[src/rtl/ps2_pkg.sv]
// rtl/ps2_pkg.sv - shared types, scan-code constants and lookup helpers for the PS/2 key decoder
package ps2_pkg;

  typedef enum logic [1:0] {
    RX_IDLE,
    RX_DATA,
    RX_PARITY,
    RX_STOP
  } rx_state_t;

  localparam logic [7:0] CODE_BREAK = 8'hF0;
  localparam logic [7:0] CODE_EXT   = 8'hE0;

  // Set-2 make codes of the seven gameplay keys, in key-index order
  localparam logic [7:0] SC_Z = 8'h1A;
  localparam logic [7:0] SC_X = 8'h22;
  localparam logic [7:0] SC_C = 8'h21;
  localparam logic [7:0] SC_V = 8'h2A;
  localparam logic [7:0] SC_B = 8'h32;
  localparam logic [7:0] SC_N = 8'h31;
  localparam logic [7:0] SC_M = 8'h3A;

  localparam int NUM_KEYS = 7;

  typedef struct packed {
    logic       valid;
    logic [2:0] idx;
  } key_lookup_t;

  // Maps a scan code to its key index; valid is low for codes we do not track
  function automatic key_lookup_t scan_to_idx(input logic [7:0] code);
    key_lookup_t r;
    r.valid = 1'b1;
    r.idx   = 3'd0;
    case (code)
      SC_Z:    r.idx = 3'd0;
      SC_X:    r.idx = 3'd1;
      SC_C:    r.idx = 3'd2;
      SC_V:    r.idx = 3'd3;
      SC_B:    r.idx = 3'd4;
      SC_N:    r.idx = 3'd5;
      SC_M:    r.idx = 3'd6;
      default: r.valid = 1'b0;
    endcase
    return r;
  endfunction

  // Upper-case ASCII of each key index
  function automatic logic [7:0] idx_to_ascii(input logic [2:0] idx);
    logic [7:0] a;
    case (idx)
      3'd0:    a = 8'h5a;
      3'd1:    a = 8'h58;
      3'd2:    a = 8'h43;
      3'd3:    a = 8'h56;
      3'd4:    a = 8'h42;
      3'd5:    a = 8'h4e;
      3'd6:    a = 8'h4d;
      default: a = 8'h00;
    endcase
    return a;
  endfunction

  // Lowest set index of a held mask (0 when the mask is empty)
  function automatic logic [2:0] lowest_held(input logic [NUM_KEYS-1:0] mask);
    logic [2:0] r;
    r = 3'd0;
    for (int i = NUM_KEYS - 1; i >= 0; i--) begin
      if (mask[i]) r = 3'(i);
    end
    return r;
  endfunction

endpackage

[src/rtl/ps2_rx.sv]
// rtl/ps2_rx.sv - PS/2 frame receiver (sync, clock filter, FSM, timeout); parity check under PS2_PARITY_CHECK_EN
module ps2_rx
  import ps2_pkg::*;
#(
  parameter int FILTER_LEN     = 8,
  parameter int TIMEOUT_CYCLES = 130000
) (
  input  logic       clk,
  input  logic       rst,
  input  logic       ps2_clk,
  input  logic       ps2_data,
  output logic [7:0] rx_byte,
  output logic       byte_valid,
  output logic       frame_err
);

  localparam int FW = $clog2(FILTER_LEN + 1);
  localparam int TW = $clog2(TIMEOUT_CYCLES + 1);
  localparam logic [FW-1:0] FILT_LAST = FW'(FILTER_LEN - 1);
  localparam logic [TW-1:0] TO_LIMIT  = TW'(TIMEOUT_CYCLES);

  logic          clk_s1, clk_s2, dat_s1, dat_s2;
  logic          filt;
  logic [FW-1:0] filt_cnt;
  logic          strobe;

  rx_state_t     state, state_nxt;
  logic [2:0]    bit_cnt;
  logic [7:0]    shift_reg;
  logic [TW-1:0] to_cnt;
  logic          timeout;
  logic          frame_ok;
  logic          byte_valid_nxt, frame_err_nxt;
`ifdef PS2_PARITY_CHECK_EN
  logic          par_bit;
`endif

  // Two-flop synchronizers; the bus idles high
  always_ff @(posedge clk) begin
    if (!rst) begin
      clk_s1 <= 1'b1;
      clk_s2 <= 1'b1;
      dat_s1 <= 1'b1;
      dat_s2 <= 1'b1;
    end else begin
      clk_s1 <= ps2_clk;
      clk_s2 <= clk_s1;
      dat_s1 <= ps2_data;
      dat_s2 <= dat_s1;
    end
  end

  // Glitch filter: level follows only after FILTER_LEN differing samples; falling change strobes a bit
  always_ff @(posedge clk) begin
    if (!rst) begin
      filt     <= 1'b1;
      filt_cnt <= '0;
      strobe   <= 1'b0;
    end else begin
      strobe <= 1'b0;
      if (clk_s2 == filt) begin
        filt_cnt <= '0;
      end else if (filt_cnt == FILT_LAST) begin
        filt     <= clk_s2;
        filt_cnt <= '0;
        strobe   <= ~clk_s2;
      end else begin
        filt_cnt <= filt_cnt + FW'(1);
      end
    end
  end

`ifdef PS2_PARITY_CHECK_EN
  assign frame_ok = dat_s2 & (^{shift_reg, par_bit});
`else
  assign frame_ok = dat_s2;
`endif

  assign timeout = (state != RX_IDLE) && (to_cnt == TO_LIMIT);

  // Next-state and one-cycle result pulses; a stalled frame is abandoned ahead of any strobe
  always_comb begin
    state_nxt      = state;
    byte_valid_nxt = 1'b0;
    frame_err_nxt  = 1'b0;
    if (timeout) begin
      state_nxt     = RX_IDLE;
      frame_err_nxt = 1'b1;
    end else if (strobe) begin
      case (state)
        RX_IDLE: begin
          if (!dat_s2) state_nxt = RX_DATA;
          else         frame_err_nxt = 1'b1;
        end
        RX_DATA: begin
          if (bit_cnt == 3'd7) state_nxt = RX_PARITY;
        end
        RX_PARITY: state_nxt = RX_STOP;
        RX_STOP: begin
          state_nxt = RX_IDLE;
          if (frame_ok) byte_valid_nxt = 1'b1;
          else          frame_err_nxt  = 1'b1;
        end
        default: state_nxt = RX_IDLE;
      endcase
    end
  end

  // State, shift register, timeout counter and registered outputs
  always_ff @(posedge clk) begin
    if (!rst) begin
      state      <= RX_IDLE;
      bit_cnt    <= '0;
      shift_reg  <= '0;
      to_cnt     <= '0;
      rx_byte    <= '0;
      byte_valid <= 1'b0;
      frame_err  <= 1'b0;
`ifdef PS2_PARITY_CHECK_EN
      par_bit    <= 1'b0;
`endif
    end else begin
      state      <= state_nxt;
      byte_valid <= byte_valid_nxt;
      frame_err  <= frame_err_nxt;
      if (strobe || state == RX_IDLE) to_cnt <= '0;
      else                            to_cnt <= to_cnt + TW'(1);
      if (state == RX_IDLE) bit_cnt <= '0;
      if (strobe && state == RX_DATA) begin
        shift_reg <= {dat_s2, shift_reg[7:1]};
        bit_cnt   <= bit_cnt + 3'd1;
      end
`ifdef PS2_PARITY_CHECK_EN
      if (strobe && state == RX_PARITY) par_bit <= dat_s2;
`endif
      if (byte_valid_nxt) rx_byte <= shift_reg;
    end
  end

endmodule

[src/rtl/ps2_key_decoder.sv]
// rtl/ps2_key_decoder.sv - make/break decoder turning PS/2 bytes into a held-key mask (PS2_PARITY_CHECK_EN passes to ps2_rx)
module ps2_key_decoder
  import ps2_pkg::*;
#(
  parameter int FILTER_LEN     = 8,
  parameter int TIMEOUT_CYCLES = 130000
) (
  input  logic                clk,
  input  logic                rst,
  input  logic                ps2_clk,
  input  logic                ps2_data,
  output logic                key_state,
  output logic [7:0]          keys,
  output logic [NUM_KEYS-1:0] held,
  output logic                frame_err
);

  logic [7:0]          rx_byte;
  logic                byte_valid;
  logic                brk, ext;
  key_lookup_t         lookup;
  logic [NUM_KEYS-1:0] remain;
  logic [7:0]          key_ascii;

  ps2_rx #(
    .FILTER_LEN    (FILTER_LEN),
    .TIMEOUT_CYCLES(TIMEOUT_CYCLES)
  ) u_rx (
    .clk       (clk),
    .rst       (rst),
    .ps2_clk   (ps2_clk),
    .ps2_data  (ps2_data),
    .rx_byte   (rx_byte),
    .byte_valid(byte_valid),
    .frame_err (frame_err)
  );

  // Decode the incoming byte and the keys that stay down if it is a release
  always_comb begin
    lookup    = scan_to_idx(rx_byte);
    key_ascii = idx_to_ascii(lookup.idx);
    remain    = held & ~(7'b1 << lookup.idx);
  end

  // Prefix flags and held mask; a release of the displayed key falls back to the lowest key still down
  always_ff @(posedge clk) begin
    if (!rst) begin
      brk  <= 1'b0;
      ext  <= 1'b0;
      held <= '0;
      keys <= 8'h00;
    end else if (byte_valid) begin
      if (rx_byte == CODE_BREAK) begin
        brk <= 1'b1;
      end else if (rx_byte == CODE_EXT) begin
        ext <= 1'b1;
      end else begin
        brk <= 1'b0;
        ext <= 1'b0;
        if (!ext && lookup.valid) begin
          if (!brk) begin
            held[lookup.idx] <= 1'b1;
            keys             <= key_ascii;
          end else begin
            held[lookup.idx] <= 1'b0;
            if (keys == key_ascii && |remain) keys <= idx_to_ascii(lowest_held(remain));
          end
        end
      end
    end
  end

  assign key_state = |held;

endmodule

[config.mk]
export PLATFORM = sky130hd
export DESIGN_NAME = ps2_key_decoder
export DESIGN_NICKNAME = d
export VERILOG_FILES = /design/src/rtl/ps2_pkg.sv /design/src/rtl/ps2_rx.sv /design/src/rtl/ps2_key_decoder.sv
export SDC_FILE = /design/constraint.sdc
export NUM_CORES = 1
export LEC_CHECK = 0
export ABC_AREA = 1
export CAP_MARGIN = 25
export CORE_ASPECT_RATIO = 1.5
export CORE_MARGIN = 2
export CORE_UTILIZATION = 50
export DETAILED_ROUTE_END_ITERATION = 7
export PLACE_DENSITY_LB_ADDON = 0.25
export SLEW_MARGIN = 5
export SYNTH_ARGS = -nofsm -noshare
export SYNTH_HDL_FRONTEND = slang
export SYNTH_SLANG_ARGS = --single-unit
[constraint.sdc]
create_clock -name clk -period 4.9 [get_ports clk]
set_clock_uncertainty 0.1 [all_clocks]
set_input_delay 0.49 -clock clk [delete_from_list [all_inputs] [get_ports clk]]
set_output_delay 0.49 -clock clk [all_outputs]
set_load 0.02 [all_outputs]
==> results of run 1 <==
[layout by cell type (no fill, tap or decap), drive strengths merged]
| cell type | n |
|---|---|
| a211oi | 1 |
| a21oi | 35 |
| a221oi | 1 |
| a31oi | 1 |
| buf | 2 |
| bufinv | 1 |
| clkbuf | 13 |
| clkdlybuf4s50 | 18 |
| clkinv | 2 |
| conb | 2 |
| dfxtp | 65 |
| ha | 9 |
| inv | 65 |
| nand2 | 93 |
| nand3 | 29 |
| nand4 | 6 |
| nor2 | 77 |
| nor2b | 1 |
| nor3 | 9 |
| nor3b | 2 |
| nor4 | 3 |
| o211ai | 1 |
| o21a | 1 |
| o21ai | 37 |
| or2 | 5 |
| xor2 | 4 |
[metrics by stage]
stage | hold WS (ns) | utilization | power, mW | cells
floorplan | 0.293 | - | 0.555 | 458
global placement | 0.299 | 0.554 | 0.558 | 541
detailed placement | 0.305 | 0.554 | 0.559 | 541
CTS | 0.322 | 0.584 | 1.00 | 557
global route | 0.323 | 0.584 | 1.03 | 557
finish | 0.314 | 0.584 | 0.992 | 557
[routing by layer]
| layer | track usage | part of all wire |
|---|---|---|
| met2 | 0.378 | 0.52 |
| met5 | 0 | 0 |
| met1 | 0.204 | 0.42 |
| met3 | 0.0328 | 0.027 |
| met4 | 0.116 | 0.026 |
[power by group through the flow]
stage / logic [mW] / registers (mW) / clock network, mW
floorplan: 0.0122 / 0.543 / 0
global placement: 0.0155 / 0.543 / 0
detailed placement: 0.0160 / 0.543 / 0
CTS: 0.0161 / 0.531 / 0.458
global route: 0.0186 / 0.531 / 0.477
finish: 0.0162 / 0.531 / 0.445
[critical path, delay by kind of cell, from the launching register on]
family | cells | cell delay, ns
buffers and inverters | 1 | 0.55
and+or+nand+nor | 2 | 0.39
DFF | 1 | 0.35
[worst max path at each step]
stage                                          start                      endpoint  slack [ns]  cells after the start
final                                       register                     key_state        2.70                      3
after floorplan           u_rx.state[0]$_SDFFE_PP0P_  u_rx.rx_byte[4]$_SDFFE_PN0P_        3.11                      9
after detailed placement                         rst    u_rx.to_cnt[14]$_SDFF_PP0_        2.47                      7
after global routing      u_rx.state[0]$_SDFFE_PP0P_  u_rx.rx_byte[1]$_SDFFE_PN0P_        2.49                      8
after global placement                           rst    u_rx.to_cnt[12]$_SDFF_PP0_        2.54                      8
after CTS                                   register                     key_state        2.66                      3
[cell families (layout without fill, tap and decap cells)]
group / after synthesis / in the layout / share of synthesized area
other: 1 / 2 / 0.00118
AOI/OAI and AO/OA: 77 / 77 / 0.128
adders and majority gates: 9 / 9 / 0.0354
buffers and inverters: 76 / 101 / 0.0943
and+or+nand+nor: 225 / 225 / 0.321
xor gates and xnor gates: 4 / 4 / 0.0110
DFF: 65 / 65 / 0.409
[area by class of cell]
cell class	instances	area, µm²
clock inverter	3	40.0
timing repair buffer	20	195
inverter	65	244
multi-input combinational	317	1590
sequential	65	1300
tap	74	92.6
clock buffer	13	149
fill	577	2570
==> tab_implementation.tex, run 1 <==
\begin{tabular}{lr}
\hline
Metric & Value \\
\hline
\multicolumn{2}{l}{\textbf{Placed design}} \\
Worst slack at placement & 2.47 ns \\
Final weighted congestion in routability-driven placement & 0.878 \\
Number of input and output port buffers inserted & 18 \\
Cell Area, Placed & 3420 µm² \\
Detailed-placement wirelength estimate & 4710 µm \\
\multicolumn{2}{l}{\textbf{Status}} \\
Run status & complete, no violations \\
\multicolumn{2}{l}{\textbf{Clocking}} \\
Post-cts hold buffer count & 0 \\
H-tree depth & 3 \\
Clock-pin slew on the worst setup and hold paths & 0.07 ns \\
Resized cells post-CTS & 0 \\
Largest buffer count on any clock path & 2 \\
Total CTS buffers & 9 \\
Post-CTS Setup Inserts & 0 \\
Buffer cell driving the clock tree root & sky130\_fd\_sc\_hd\_\_clkbuf\_8 \\
Count of clock tree sinks & 65 \\
Clock Latency Late Sink & 0.34 ns \\
TritonCTS clock tree & done \\
\multicolumn{2}{l}{\textbf{Routing}} \\
Number of design rule violations left after detail routing & 0 \\
Wire length after detailed routing & 6430 µm \\
Via count normalized by instance count & 5.04 \\
Average wire length per cell after detail routing & 11.5 µm \\
Via count of the routed design & 2807 \\
Iteration count of the initial detailed-routing pass & 4 \\
Final ANT Viol Nets & 0 \\
Number of DRC violations after detailed-routing iteration 0 & 117 \\
\multicolumn{2}{l}{\textbf{Global routing}} \\
Total routing usage reported by global routing & 0.199 \\
Wire length of the first global-routing pass & 11400 µm \\
Vias in the first global route & 2735 \\
Pin count of the biggest net entering global routing & 33 \\
Remaining global-route overflow & 0 \\
Antenna violations before repair & 0 \\
\multicolumn{2}{l}{\textbf{STA}} \\
Post-route fraction of the period consumed by the critical path & 0.450 \\
Worst setup margin & 2.70 ns \\
Final critical-path required period & 2.20 ns \\
Hold violation count in the final report & 0 \\
RSZ-0062 raised after global routing & no \\
Max Clk Rate & 454 MHz \\
Total negative slack & 0 ns \\
Pins Over Slew Limit & 0 \\
Final setup violating endpoints & 0 \\
\multicolumn{2}{l}{\textbf{Synth}} \\
Proportion of netlist area held by the largest area contributor & 0.409 \\
Cell with the most instances after synthesis & sky130\_fd\_sc\_hd\_\_nand2\_1 \\
Commonest cells in the netlist & sky130\_fd\_sc\_hd\_\_nand2\_1 (82), sky130\_fd\_sc\_hd\_\_nor2\_1 (70), sky130\_fd\_sc\_hd\_\_dfxtp\_1 (65) \\
Library cells used by synthesis & 33 \\
Yosys Warn Count & 0 \\
Mean post-synth cell area & 6.97 µm² \\
Number of register bits inferred by synthesis & 65 \\
Most instantiated flip-flop cell in the synthesis netlist & sky130\_fd\_sc\_hd\_\_dfxtp\_1 \\
EDFF count, synth & 0 \\
Number of standard cells after synthesis & 457 \\
Cell taking the most area after synthesis & sky130\_fd\_sc\_hd\_\_dfxtp\_1 \\
Post-synthesis sequential area ratio & 0.409 \\
Share of synthesized flip-flops with an asynchronous set or reset & 0 \\
Post-synth design cell area & 3180 µm² \\
Leading cell types by total area after synthesis & sky130\_fd\_sc\_hd\_\_dfxtp\_1 (41\%), sky130\_fd\_sc\_hd\_\_nand2\_1 (9.7\%), sky130\_fd\_sc\_hd\_\_nor2\_1 (8.3\%) \\
\multicolumn{2}{l}{\textbf{Setup path}} \\
Reg2Reg Launch Point & u\_rx.state[0]\$\_SDFFE\_PP0P\_ \\
Crit Path Class & reg2out \\
Worst r2r dst & u\_rx.rx\_byte[2]\$\_SDFFE\_PN0P\_ \\
Setup slack, reg-to-reg & 2.80 ns \\
Worst EP arrival & 1.61 ns \\
Max stage delay on crit path & 0.55 ns \\
Crit Path Max Fanout & 4 \\
Cell at the slowest stage of the critical path & sky130\_fd\_sc\_hd\_\_clkdlybuf4s50\_1 \\
Cell Chain, Critical Path & nor4\_1 -> nand4\_1 -> clkdlybuf4s50\_1 \\
Critical path required time & 4.31 ns \\
Sort of element at the end of the critical path & primary output \\
Element type at the critical path start & register \\
Length in cells of the worst reg-to-reg path & 8 \\
\multicolumn{2}{l}{\textbf{Hold path}} \\
HP Start & u\_rx.dat\_s1\$\_SDFF\_PN1\_ \\
Worst hold path endpoint & u\_rx.dat\_s2\$\_SDFF\_PN1\_ \\
Worst hold path depth & 1 \\
Class of the most critical hold timing path & reg2reg \\
\multicolumn{2}{l}{\textbf{Power and ir drop}} \\
Sequential share of power & 0.535 \\
Combinational share of power & 0.016 \\
Leakage power of the design & 1.47 nW \\
Clock network fraction of design power & 0.449 \\
Switching share of total power & 0.210 \\
Pwr Density & 275 nW/µm² \\
Power Internal & 0.784 mW \\
Worst VDD drop & 0.266 mV \\
Net Switching & 0.208 mW \\
\multicolumn{2}{l}{\textbf{Finish}} \\
Syn-to-layout area delta & 13.3\% \\
Post-layout nets & 491 \\
Fraction of layout instances using a drive strength above 1 & 0.108 \\
Number of inserted diodes & 0 \\
Post-route design area & 3610 µm² \\
\multicolumn{2}{l}{\textbf{Die}} \\
X dimension of the die & 69.2 µm \\
Die Y & 102 µm \\
Std-Cell Core Area & 6170 µm² \\
Rows & 35 \\
Full die area & 7040 µm² \\
Num ports & 21 \\
Starting utilization of the core area & 0.516 \\
\multicolumn{2}{l}{\textbf{Job}} \\
Max-Cap Viols & 0 \\
\hline
\end{tabular}
Note: power is estimated with default switching activity, not from simulation.
==> run 2, diff against run 1 <==
- clock period: 4.9 -> 2.3 ns (I/O delays scaled with it)
==> tab_implementation.tex, run 2 (synthesized netlist as in run 1, its figures left out) <==
\begin{tabular}{lr}
\hline
Metric & Value \\
\hline
\multicolumn{2}{l}{\textbf{Global routing}} \\
Pin count of the biggest net entering global routing & 32 (was 33) \\
Global-route layer with the greatest usage & met2 (unchanged) \\
Total routing usage reported by global routing & 0.213 (was 0.199) \\
Met3 routing resource usage after global routing & 0.0597 (was 0.0328) \\
Wire length of the first global-routing pass & 12100 µm (was 11400 µm) \\
GR met1 Demand/Resource & 0.208 (was 0.204) \\
Vias in the first global route & 2993 (was 2735) \\
Met2 track demand over resource & 0.399 (was 0.378) \\
Remaining global-route overflow & 0 (unchanged) \\
Antenna violations before repair & 0 (unchanged) \\
\multicolumn{2}{l}{\textbf{Setup path}} \\
Element type at the critical path start & register (unchanged) \\
Crit Path Max Fanout & 14 (was 4) \\
Worst EP arrival & 2.23 ns (was 1.61 ns) \\
Critical path required time & 2.47 ns (was 4.31 ns) \\
Sort of element at the end of the critical path & register (was primary output) \\
Crit Path Class & reg2reg (was reg2out) \\
Length in cells of the worst reg-to-reg path & 8 (unchanged) \\
\multicolumn{2}{l}{\textbf{Power and ir drop}} \\
Worst VDD drop & 0.571 mV (was 0.266 mV) \\
Pwr Density & 650 nW/µm² (was 275 nW/µm²) \\
Leakage power of the design & 1.50 nW (was 1.47 nW) \\
Total design power & 2.41 mW (was 0.992 mW) \\
\multicolumn{2}{l}{\textbf{STA}} \\
Final setup violating endpoints & 0 (unchanged) \\
Total negative slack & 0 ns (unchanged) \\
Hold violation count in the final report & 0 (unchanged) \\
Pins Over Slew Limit & 0 (unchanged) \\
Final hold slack & 0.314 ns (about the same) \\
Post-route fraction of the period consumed by the critical path & 0.895 \\
Max Clk Rate & 486 MHz \\
RSZ-0062 raised after global routing & no (unchanged) \\
Final critical-path required period & 2.06 ns \\
\multicolumn{2}{l}{\textbf{Placed design}} \\
Number of input and output port buffers inserted & 18 (unchanged) \\
Final weighted congestion in routability-driven placement & 0.820 (was 0.878) \\
Cell Area, Placed & 3430 µm² (was 3420 µm²) \\
Number of cells after detailed placement & 543 (was 541) \\
Detailed-placement wirelength estimate & 4880 µm (was 4710 µm) \\
\multicolumn{2}{l}{\textbf{Hold path}} \\
Class of the most critical hold timing path & reg2reg (unchanged) \\
Worst hold path depth & 1 (unchanged) \\
\multicolumn{2}{l}{\textbf{Clocking}} \\
Post-cts hold buffer count & 0 (unchanged) \\
Clock Latency Late Sink & 0.34 ns (about the same) \\
Post-CTS Setup Inserts & 0 (unchanged) \\
Total CTS buffers & 9 (unchanged) \\
H-tree depth & 3 (unchanged) \\
Resized cells post-CTS & 0 (unchanged) \\
TritonCTS clock tree & done (unchanged) \\
Clock-pin slew on the worst setup and hold paths & 0.07 ns (about the same) \\
Largest buffer count on any clock path & 2 (unchanged) \\
Count of clock tree sinks & 65 (unchanged) \\
Buffer cell driving the clock tree root & sky130\_fd\_sc\_hd\_\_clkbuf\_8 (unchanged) \\
\multicolumn{2}{l}{\textbf{Routing}} \\
Number of design rule violations left after detail routing & 0 (unchanged) \\
Iteration count of the initial detailed-routing pass & 5 (was 4) \\
Via count normalized by instance count & 5.12 (was 5.04) \\
Average wire length per cell after detail routing & 11.8 µm (was 11.5 µm) \\
Number of DRC violations after detailed-routing iteration 0 & 104 (was 117) \\
Final ANT Viol Nets & 0 (unchanged) \\
Via count of the routed design & 2861 (was 2807) \\
Wire length after detailed routing & 6580 µm (was 6430 µm) \\
\multicolumn{2}{l}{\textbf{Finish}} \\
Syn-to-layout area delta & 16.2\% (was 13.3\%) \\
Post-route design area & 3700 µm² (was 3610 µm²) \\
Final Instance Count excl. Fillers & 559 (was 557) \\
Count of fill cells added during filler insertion & 596 (was 577) \\
Commonest non-fill, non-tap cells in the layout & sky130\_fd\_sc\_hd\_\_nand2\_1 (82), sky130\_fd\_sc\_hd\_\_nor2\_1 (70), sky130\_fd\_sc\_hd\_\_dfxtp\_1 (65) (unchanged) \\
Number of inserted diodes & 0 (unchanged) \\
Post-layout nets & 493 (was 491) \\
Fraction of layout instances using a drive strength above 1 & 0.122 (was 0.108) \\
Most common cell after layout, fill and taps aside & sky130\_fd\_sc\_hd\_\_nand2\_1 (unchanged) \\
\multicolumn{2}{l}{\textbf{Die}} \\
Full die area & 7040 µm² (unchanged) \\
Die Y & 102 µm (unchanged) \\
Rows & 35 (unchanged) \\
Std-Cell Core Area & 6170 µm² (unchanged) \\
Starting utilization of the core area & 0.516 (unchanged) \\
X dimension of the die & 69.2 µm (unchanged) \\
Num ports & 21 (unchanged) \\
\multicolumn{2}{l}{\textbf{Status}} \\
Run status & complete, no violations (unchanged) \\
\multicolumn{2}{l}{\textbf{Job}} \\
Max-Cap Viols & 0 (unchanged) \\
\hline
\end{tabular}
## run 2: final timing paths
check                                                start                            to  slack [ns]
worst max-delay path            u_rx.state[0]$_SDFFE_PP0P_  u_rx.rx_byte[0]$_SDFFE_PN0P_        0.24
worst min-delay path                u_rx.dat_s1$_SDFF_PN1_        u_rx.dat_s2$_SDFF_PN1_        0.31
worst max register to register  u_rx.state[0]$_SDFFE_PP0P_  u_rx.rx_byte[0]$_SDFFE_PN0P_        0.24
worst min register to register      u_rx.dat_s1$_SDFF_PN1_        u_rx.dat_s2$_SDFF_PN1_        0.31
## run 2: cell type report
cell class | instances | area [µm²] | share of cell area
Tap cell | 74 | 92.6 | 0.0250
Sequential cell | 65 | 1300 | 0.352
Clock buffer | 12 | 165 | 0.0446
Timing Repair Buffer | 22 | 210 | 0.0568
Multi-Input combinational cell | 317 | 1590 | 0.429
Clock inverter | 4 | 97.6 | 0.0264
Inverter | 65 | 248 | 0.0669
## run 2: layer usage
layer  vias to the layer above  routed length, µm
li1                       1506                  -
met1                      1301               2700
met2                        44               3600
met3                        10                176
met4                         0                110
met5                         -                  0
## run 2: power breakdown
part | internal (mW) | switching, mW | leakage (nW)
Combinational | 0.0124 | 0.0219 | 0.844
Clock | 0.809 | 0.433 | 0.129
Sequential | 1.13 | 0.00226 | 0.524
Total | 1.95 | 0.457 | 1.50
## run 2: stage by stage
stage	utilization	setup slack, ns
2_1_floorplan	-	0.508
3_3_place_gp	0.556	0.262
3_5_place_dp	0.556	0.203
4_1_cts	0.599	0.151
5_1_grt	0.599	0.0378
6_report	0.599	0.242
## run 2: critical path, stage by stage, from the launching register on
cell	delay, ns
sky130_fd_sc_hd__dfxtp_1	0.39
sky130_fd_sc_hd__inv_1	0.09
sky130_fd_sc_hd__ha_1	0.28
sky130_fd_sc_hd__nor4_1	0.30
sky130_fd_sc_hd__nand4_1	0.21
sky130_fd_sc_hd__nor2b_1	0.22
sky130_fd_sc_hd__inv_2	0.17
sky130_fd_sc_hd__o21ai_0	0.12
sky130_fd_sc_hd__a21oi_1	0.13
==> run 3, diff against run 2 <==
- SKIP_LAST_GASP: not set -> 1
==> results of run 3 <==
Same layout as run 2: the final DEF is identical, and so are final timing and power.
